File: src/rtl/ahb2apb_mux_bridge.sv
// AHB-Lite to APB4 bridge: decodes NUM_PSEL slaves, PCLKEN-stepped APB, PSLVERR -> two-cycle ERROR.
// Latency: 3 AHB wait states minimum (PCLKEN=1, PREADY=1); backpressure via HREADYOUT held low.
module ahb2apb_mux_bridge #(
   parameter int ADDRWIDTH = 16,
   parameter int DATAWIDTH = 32,
   parameter int NUM_PSEL  = 4,
   parameter int PSEL_LSB  = 12
) (
   input  logic                          HCLK,
   input  logic                          HRESETn,
   input  logic                          HSEL,
   input  logic [ADDRWIDTH-1:0]          HADDR,
   input  logic [1:0]                    HTRANS,
   input  logic                          HWRITE,
   input  logic [2:0]                    HSIZE,
   input  logic [3:0]                    HPROT,
   input  logic [DATAWIDTH-1:0]          HWDATA,
   input  logic                          HREADY,
   output logic                          HREADYOUT,
   output logic [DATAWIDTH-1:0]          HRDATA,
   output logic                          HRESP,
   input  logic                          PCLKEN,
   output logic [NUM_PSEL-1:0]           PSEL,
   output logic                          PENABLE,
   output logic [ADDRWIDTH-1:0]          PADDR,
   output logic                          PWRITE,
   output logic [DATAWIDTH-1:0]          PWDATA,
   output logic [DATAWIDTH/8-1:0]        PSTRB,
   output logic [2:0]                    PPROT,
   input  logic [NUM_PSEL-1:0]           PREADY,
   input  logic [NUM_PSEL-1:0]           PSLVERR,
   input  logic [NUM_PSEL*DATAWIDTH-1:0] PRDATA,
   output logic                          APBACTIVE
);
   localparam int SW = DATAWIDTH / 8;
   localparam int K  = $clog2(SW);
   localparam int IW = (NUM_PSEL > 1) ? $clog2(NUM_PSEL) : 1;

   typedef enum logic [2:0] {IDLE, WAIT, SETUP, ACCESS, ERR1, ERR2} state_t;

   state_t                 state, nxt;
   logic [ADDRWIDTH-1:0]   addr_q;
   logic                   write_q;
   logic [2:0]             size_q;
   logic [1:0]             prot_q;
   logic [IW-1:0]          idx_q;
   logic                   valid, idx_ok, done, sel_err;
   logic [SW-1:0]          strb;
   logic                   unused_ok;

   assign unused_ok = &{1'b0, HPROT[3:2]};
   assign valid     = HSEL & ((HTRANS == 2'b10) | (HTRANS == 2'b11)) & HREADY;
   assign idx_ok    = 32'(idx_q) < NUM_PSEL;
   assign done      = PCLKEN & PREADY[idx_q];
   assign sel_err   = PSLVERR[idx_q];

   always_comb begin
      nxt = state;
      case (state)
         IDLE:    if (valid) nxt = WAIT;
         WAIT:    if (!idx_ok) nxt = ERR1;
                  else if (PCLKEN) nxt = SETUP;
         SETUP:   if (PCLKEN) nxt = ACCESS;
         ACCESS:  if (done) nxt = sel_err ? ERR1 : IDLE;
         ERR1:    nxt = ERR2;
         ERR2:    nxt = valid ? WAIT : IDLE;
         default: nxt = IDLE;
      endcase
   end

   // Strobes follow the AHB size/alignment of the captured address phase.
   always_comb begin
      strb = '1;
      case (size_q)
         3'd0: strb = SW'(1) << addr_q[K-1:0];
         3'd1: strb = SW'(3) << {addr_q[K-1:1], 1'b0};
         3'd2: if (SW == 8) strb = SW'(4'hF) << {addr_q[K-1], 2'b00};
         default: ;
      endcase
      if (!write_q) strb = '0;
   end

   always_ff @(posedge HCLK or negedge HRESETn) begin
      if (!HRESETn) begin
         state     <= IDLE;
         addr_q    <= '0;
         write_q   <= 1'b0;
         size_q    <= '0;
         prot_q    <= '0;
         idx_q     <= '0;
         HREADYOUT <= 1'b1;
         HRESP     <= 1'b0;
         HRDATA    <= '0;
         PSEL      <= '0;
         PENABLE   <= 1'b0;
         PADDR     <= '0;
         PWRITE    <= 1'b0;
         PWDATA    <= '0;
         PSTRB     <= '0;
         PPROT     <= '0;
         APBACTIVE <= 1'b0;
      end else begin
         state     <= nxt;
         APBACTIVE <= (nxt != IDLE);
         HREADYOUT <= (nxt == IDLE) || (nxt == ERR2);
         HRESP     <= (nxt == ERR1) || (nxt == ERR2);
         PENABLE   <= (nxt == ACCESS);
         PSEL      <= ((nxt == SETUP) || (nxt == ACCESS)) ? (NUM_PSEL'(1) << idx_q) : '0;
         if (((state == IDLE) || (state == ERR2)) && valid) begin
            addr_q  <= HADDR;
            write_q <= HWRITE;
            size_q  <= HSIZE;
            prot_q  <= HPROT[1:0];
            idx_q   <= HADDR[PSEL_LSB +: IW];
         end
         // APB address/control only move on entry to SETUP, so they stay put through ACCESS.
         if ((state == WAIT) && idx_ok && PCLKEN) begin
            PADDR  <= {addr_q[ADDRWIDTH-1:2], 2'b00};
            PWRITE <= write_q;
            PWDATA <= HWDATA;
            PSTRB  <= strb;
            PPROT  <= {~prot_q[0], 1'b0, prot_q[1]};
         end
         if ((state == ACCESS) && done && (!write_q || sel_err))
            HRDATA <= PRDATA[idx_q*DATAWIDTH +: DATAWIDTH];
      end
   end
endmodule

File: config.mk
export PLATFORM = sky130hd
export DESIGN_NAME = ahb2apb_mux_bridge
export DESIGN_NICKNAME = d
export VERILOG_FILES = /design/src/rtl/ahb2apb_mux_bridge.sv
export SDC_FILE = /design/constraint.sdc
export NUM_CORES = 1
export LEC_CHECK = 0
export ABC_AREA = 0
export CORE_ASPECT_RATIO = 0.6
export CORE_MARGIN = 2
export CORE_UTILIZATION = 39
export DETAILED_ROUTE_END_ITERATION = 8
export PLACE_DENSITY = 0.83
export SLEW_MARGIN = 40
export SYNTH_ARGS = -nofsm -noshare
export SYNTH_HDL_FRONTEND = slang
export SYNTH_SLANG_ARGS = --single-unit
export TNS_END_PERCENT = 5
File: constraint.sdc
create_clock -name HCLK -period 2.2 [get_ports HCLK]
set_input_delay 0.22 -clock HCLK [delete_from_list [all_inputs] [get_ports HCLK]]
set_output_delay 0.22 -clock HCLK [all_outputs]
set_load 0.005 [all_outputs]
Word-level counts from Yosys, hierarchy flattened --
Cells that the tools add are included.
Word-level totals: register bits 120, input bits 199, word-level logic and storage cells 67
Cells by class: order comparisons 1, equal/unequal tests 12, shift-type cells 4, mux-type cells 14, bitwise operators 5, reduce and logical (&&, ||, !) cells 14
Operator list (number):
- $shiftx A128 B8 Y32 | 1
- $pmux W3 S6 | 1
- $mux W3 | 5
- $eq A3 B2 Y1 const B | 4
- $eq A3 B3 Y1 const B | 4
- $logic_not A3 Y1 | 3
- $mux W4 | 2
- $pmux W4 S2 | 1
- $shl A1 B2 Y4 const A | 2
- $eq A3 B1 Y1 const B | 2
- $logic_or A1 B1 Y1 | 5
- $bmux W1 S2 | 2
- $eq A2 B2 Y1 const B | 2
- $logic_and A1 B1 Y1 | 4
- $shl A2 B2 Y4 const A | 1
- $and A1 B1 Y1 | 3
- $lt A2 B3 Y1 const B | 1
- $mux W1 | 3
- $reduce_bool A3 Y1 | 1
- $logic_not A1 Y1 | 1
- $not A1 Y1 | 1
- $or A1 B1 Y1 | 1

Logic depth before layout (Yosys ltp) --
depth after elaboration 9, gate-level depth with buffers 6

Worst setup path after synthesis --
Ideal clock, no wire load.
path type reg-to-reg, from reg, netlist name addr_q[12], to reg HRDATA[21], library setup time 125 ps, arrival time 1761 ps, setup slack 314 ps, stages on the path, launching flop included 6, buffers on the path 2, period minus slack after synthesis 1886 ps, path through dfrtp_1 -> buf_2 -> mux4_2 -> o2111ai_4 -> buf_6 -> mux2_2
RTL lines:
- to (signal assigned) | RTL line 125 | HRDATA <= PRDATA[idx_q*DATAWIDTH +: DATAWIDTH];
- to (decl) | RTL line 20 | output logic [DATAWIDTH-1:0] HRDATA,

==> results.json <==
{
  "max_freq_mhz": 514,
  "wl_per_cell_um": 17.7,
  "synth-edff-count": 0,
  "finalCriticalPeriod_ps": 1950,
  "finalSetupTns_ps": 0,
  "syn_inst": 426,
  "irDropWorstVdd_mv": 0.573,
  "clock-sinks": 118,
  "clk_pin_slew_ps": 60,
  "core_region_area_sq_mm": 0.0135,
  "io_pins": 295,
  "p_leak_nw": 3.97,
  "rows": 33,
  "crit_type": "flop to flop",
  "synthTopCellsByCount": "146 x nand2_1, 117 x dfrtp_1, 49 x mux2_2, 34 x mux4_2, 11 x clkbuf_1",
  "htree_levels": 4,
  "drcViolationCount": 0,
  "grt_antenna_before_repair": 0,
  "fin_area_sq_mm": 0.00915,
  "start_kind": "flop",
  "multi_input_area_sq_mm": 0.00226,
  "ys_seq_area_share_pct": 55.2,
  "rrSetupSlack_ps": 250,
  "endpoint_kind": "flop",
  "maxCapViolCount": 0,
  "die_h_um": 94.8,
  "ys_seq_elements": 118,
  "die_area_sq_mm": 0.0147,
  "cts_buffers": 17,
  "synth_largest_area_cell": "dfrtp_1",
  "skew_ps": 11.0,
  "grt_pass1_vias": 4662,
  "drt_iter0_drc": 257,
  "clock_path_buffers": 2,
  "critPathRequiredTime_ps": 2480,
  "synth.avg_cell_area_sq_um": 12.6,
  "hold_violations": 0,
  "cp.arrival_ps": 2220,
  "initial_utilization_pct": 39.6,
  "critPathMaxFanout": 32,
  "fp.dieW_um": 155,
  "ys_async_sr_fraction_pct": 100,
  "power_density_mw_per_mm2": 1270,
  "first_pass_iters": 4,
  "postRouteAntennaNets": 0,
  "drive_gt1_share_pct": 18.6,
  "synth_area_sq_mm": 0.00536,
  "status": "complete, no violations",
  "synth.area.top_cells": "dfrtp_1 55%, mux4_2 14%, mux2_2 10%",
  "routabilityCongestion": 0.806,
  "cts_tree": "built",
  "slew_viol_final": 0,
  "synthToLayoutAreaGrowth_pct": 70.7,
  "yosys.cell_count.top_type": "nand2_1",
  "cts.root.buffer_cell": "clkbuf_16",
  "nNetsFinal": 921,
  "post_cts.repair.setup_buffers": 0,
  "max_stage_delay_ps": 560,
  "grt_first_pass_wirelength_mm": 24.4,
  "ys_warn_count": 0,
  "io_buffers": 288,
  "r2r_cells": 4,
  "path_cells": "mux4_2 > o2111ai_4 > buf_12 > mux2_2",
  "yosys.cell_types.count": 35,
  "wirelength_mm": 16.0,
  "grtUsageTotal_pct": 21.8,
  "hp-class": "input pin to async pin",
  "critPathSlowestCell": "mux4_2",
  "finalCritPeriodShare_pct": 88.5,
  "clk-insertion-delay-late_ps": 400,
  "grt-ovfl-total": 0,
  "seqCellArea_sq_mm": 0.00296,
  "vias_per_cell": 4.93,
  "hpwl_mm": 12.4,
  "fillers": 987,
  "synth_top_area_share_pct": 54.7,
  "num_vias": 4472,
  "n_antenna_cell": 0,
  "rsz0062_at_grt": "no",
  "synth_ff_type": "dfrtp_1",
  "dpl_cell_area_sq_mm": 0.00849,
  "setup-violations-final": 0,
  "grt_max_degree": 44
}
layer usage:
metal | routed length (um) | vias to the layer above | GRT usage, %
li1 | - | 2071 | -
met1 | 6840 | 2197 | 28.4
met2 | 8030 | 172 | 36.1
met3 | 911 | 32 | 5.42
met4 | 261 | 0 | 7.72
met5 | 0 | - | 0
critical path, delay by kind of cell (launching register included):
| family | cells | cell delay [ps] |
|---|---|---|
| multiplexers | 2 | 920 |
| flip-flops | 1 | 410 |
| buffers and inverters | 1 | 240 |
| AO/OA/AOI/OAI | 1 | 230 |
placed cells by master, fill, tap and decap left out, types with 2 or more instances in the layout:
master and n:
a21oi_1 2, a22o_1 4, a41o_1 2, and4b_1 2, buf_12 3, buf_4 14, bufinv_16 4, clkbuf_16 17
clkbuf_8 6, clkdlybuf4s50_1 287, conb_1 3, dfrtp_1 116, inv_1 3, mux2_1 6, mux2_2 49, mux4_2 34
nand2_1 146, nor2_1 6, o21ai_0 5
power by group:
group	leakage (nW)	switching, mW	internal, mW	total [mW]
clock	0.317	0.934	2.06	3.00
sequential	1.46	0.619	3.19	3.81
combinational	2.19	1.74	3.02	4.76
metrics by stage:
step	utilization [%]	instances	hold WS, ps	worst slack [ps]	power [mW]
final	67.5	908	242	253	11.6
after floorplan	-	428	-75.6	314	6.00
after global placement	62.7	877	121	35.4	8.43
after global routing	67.5	908	260	185	12.2
after CTS	67.5	908	232	232	11.7
after detailed placement	62.7	877	122	1.20	8.64
what timing repair did:
item	in CTS	in global routing
resized for setup	0	0
endpoints found under the setup margin	0	0
hold buffers	1	0
endpoints found under the hold margin	18	0
area by class of cell:
type / count / area share [%]
sequential: 118 / 32.3
clock buffer: 23 / 5.55
timing repair buffer: 305 / 33.3
inverter: 3 / 0.123
multi-input combinational: 277 / 24.7
clock inverter: 7 / 1.55
tap: 175 / 2.39
worst paths after layout:
path / from / end
hold reg to reg: addr_q[2] / PADDR[2]
setup reg to reg: addr_q[12] / HRDATA[19]
setup / recovery: addr_q[12] / HRDATA[19]
hold / removal: HRESETn / HRDATA[20]
min in group HCLK: HWDATA[27] / PWDATA[27]
max in group asynchronous: HRESETn / PWDATA[26]
sequential cells by signal, indices dropped and copies added, names as in the netlist:
signal / cells
HRESP: 1
PADDR: 14
prot_q: 2
PENABLE: 1
PSEL: 4
HRDATA: 32
HREADYOUT: 1
addr_q: 16
size_q: 3
state: 3
PSTRB: 4
write_q: 1
PWRITE: 1
PWDATA: 32
PPROT: 2
APBACTIVE: 1
cells by family (layout without fill, tap and decap cells):
logic type	count (synthesis)	count (layout)	share of synthesized area, %
other	1	3	0.0700
and+or+nand+nor	165	165	12.6
DFF	118	118	55.2
buffers and inverters	33	338	3.18
AOI/OAI and AO/OA	19	19	3.01
muxes	89	89	25.9
xor gates and xnor gates	1	1	0.164
Note: power is estimated with default switching activity, not from simulation.
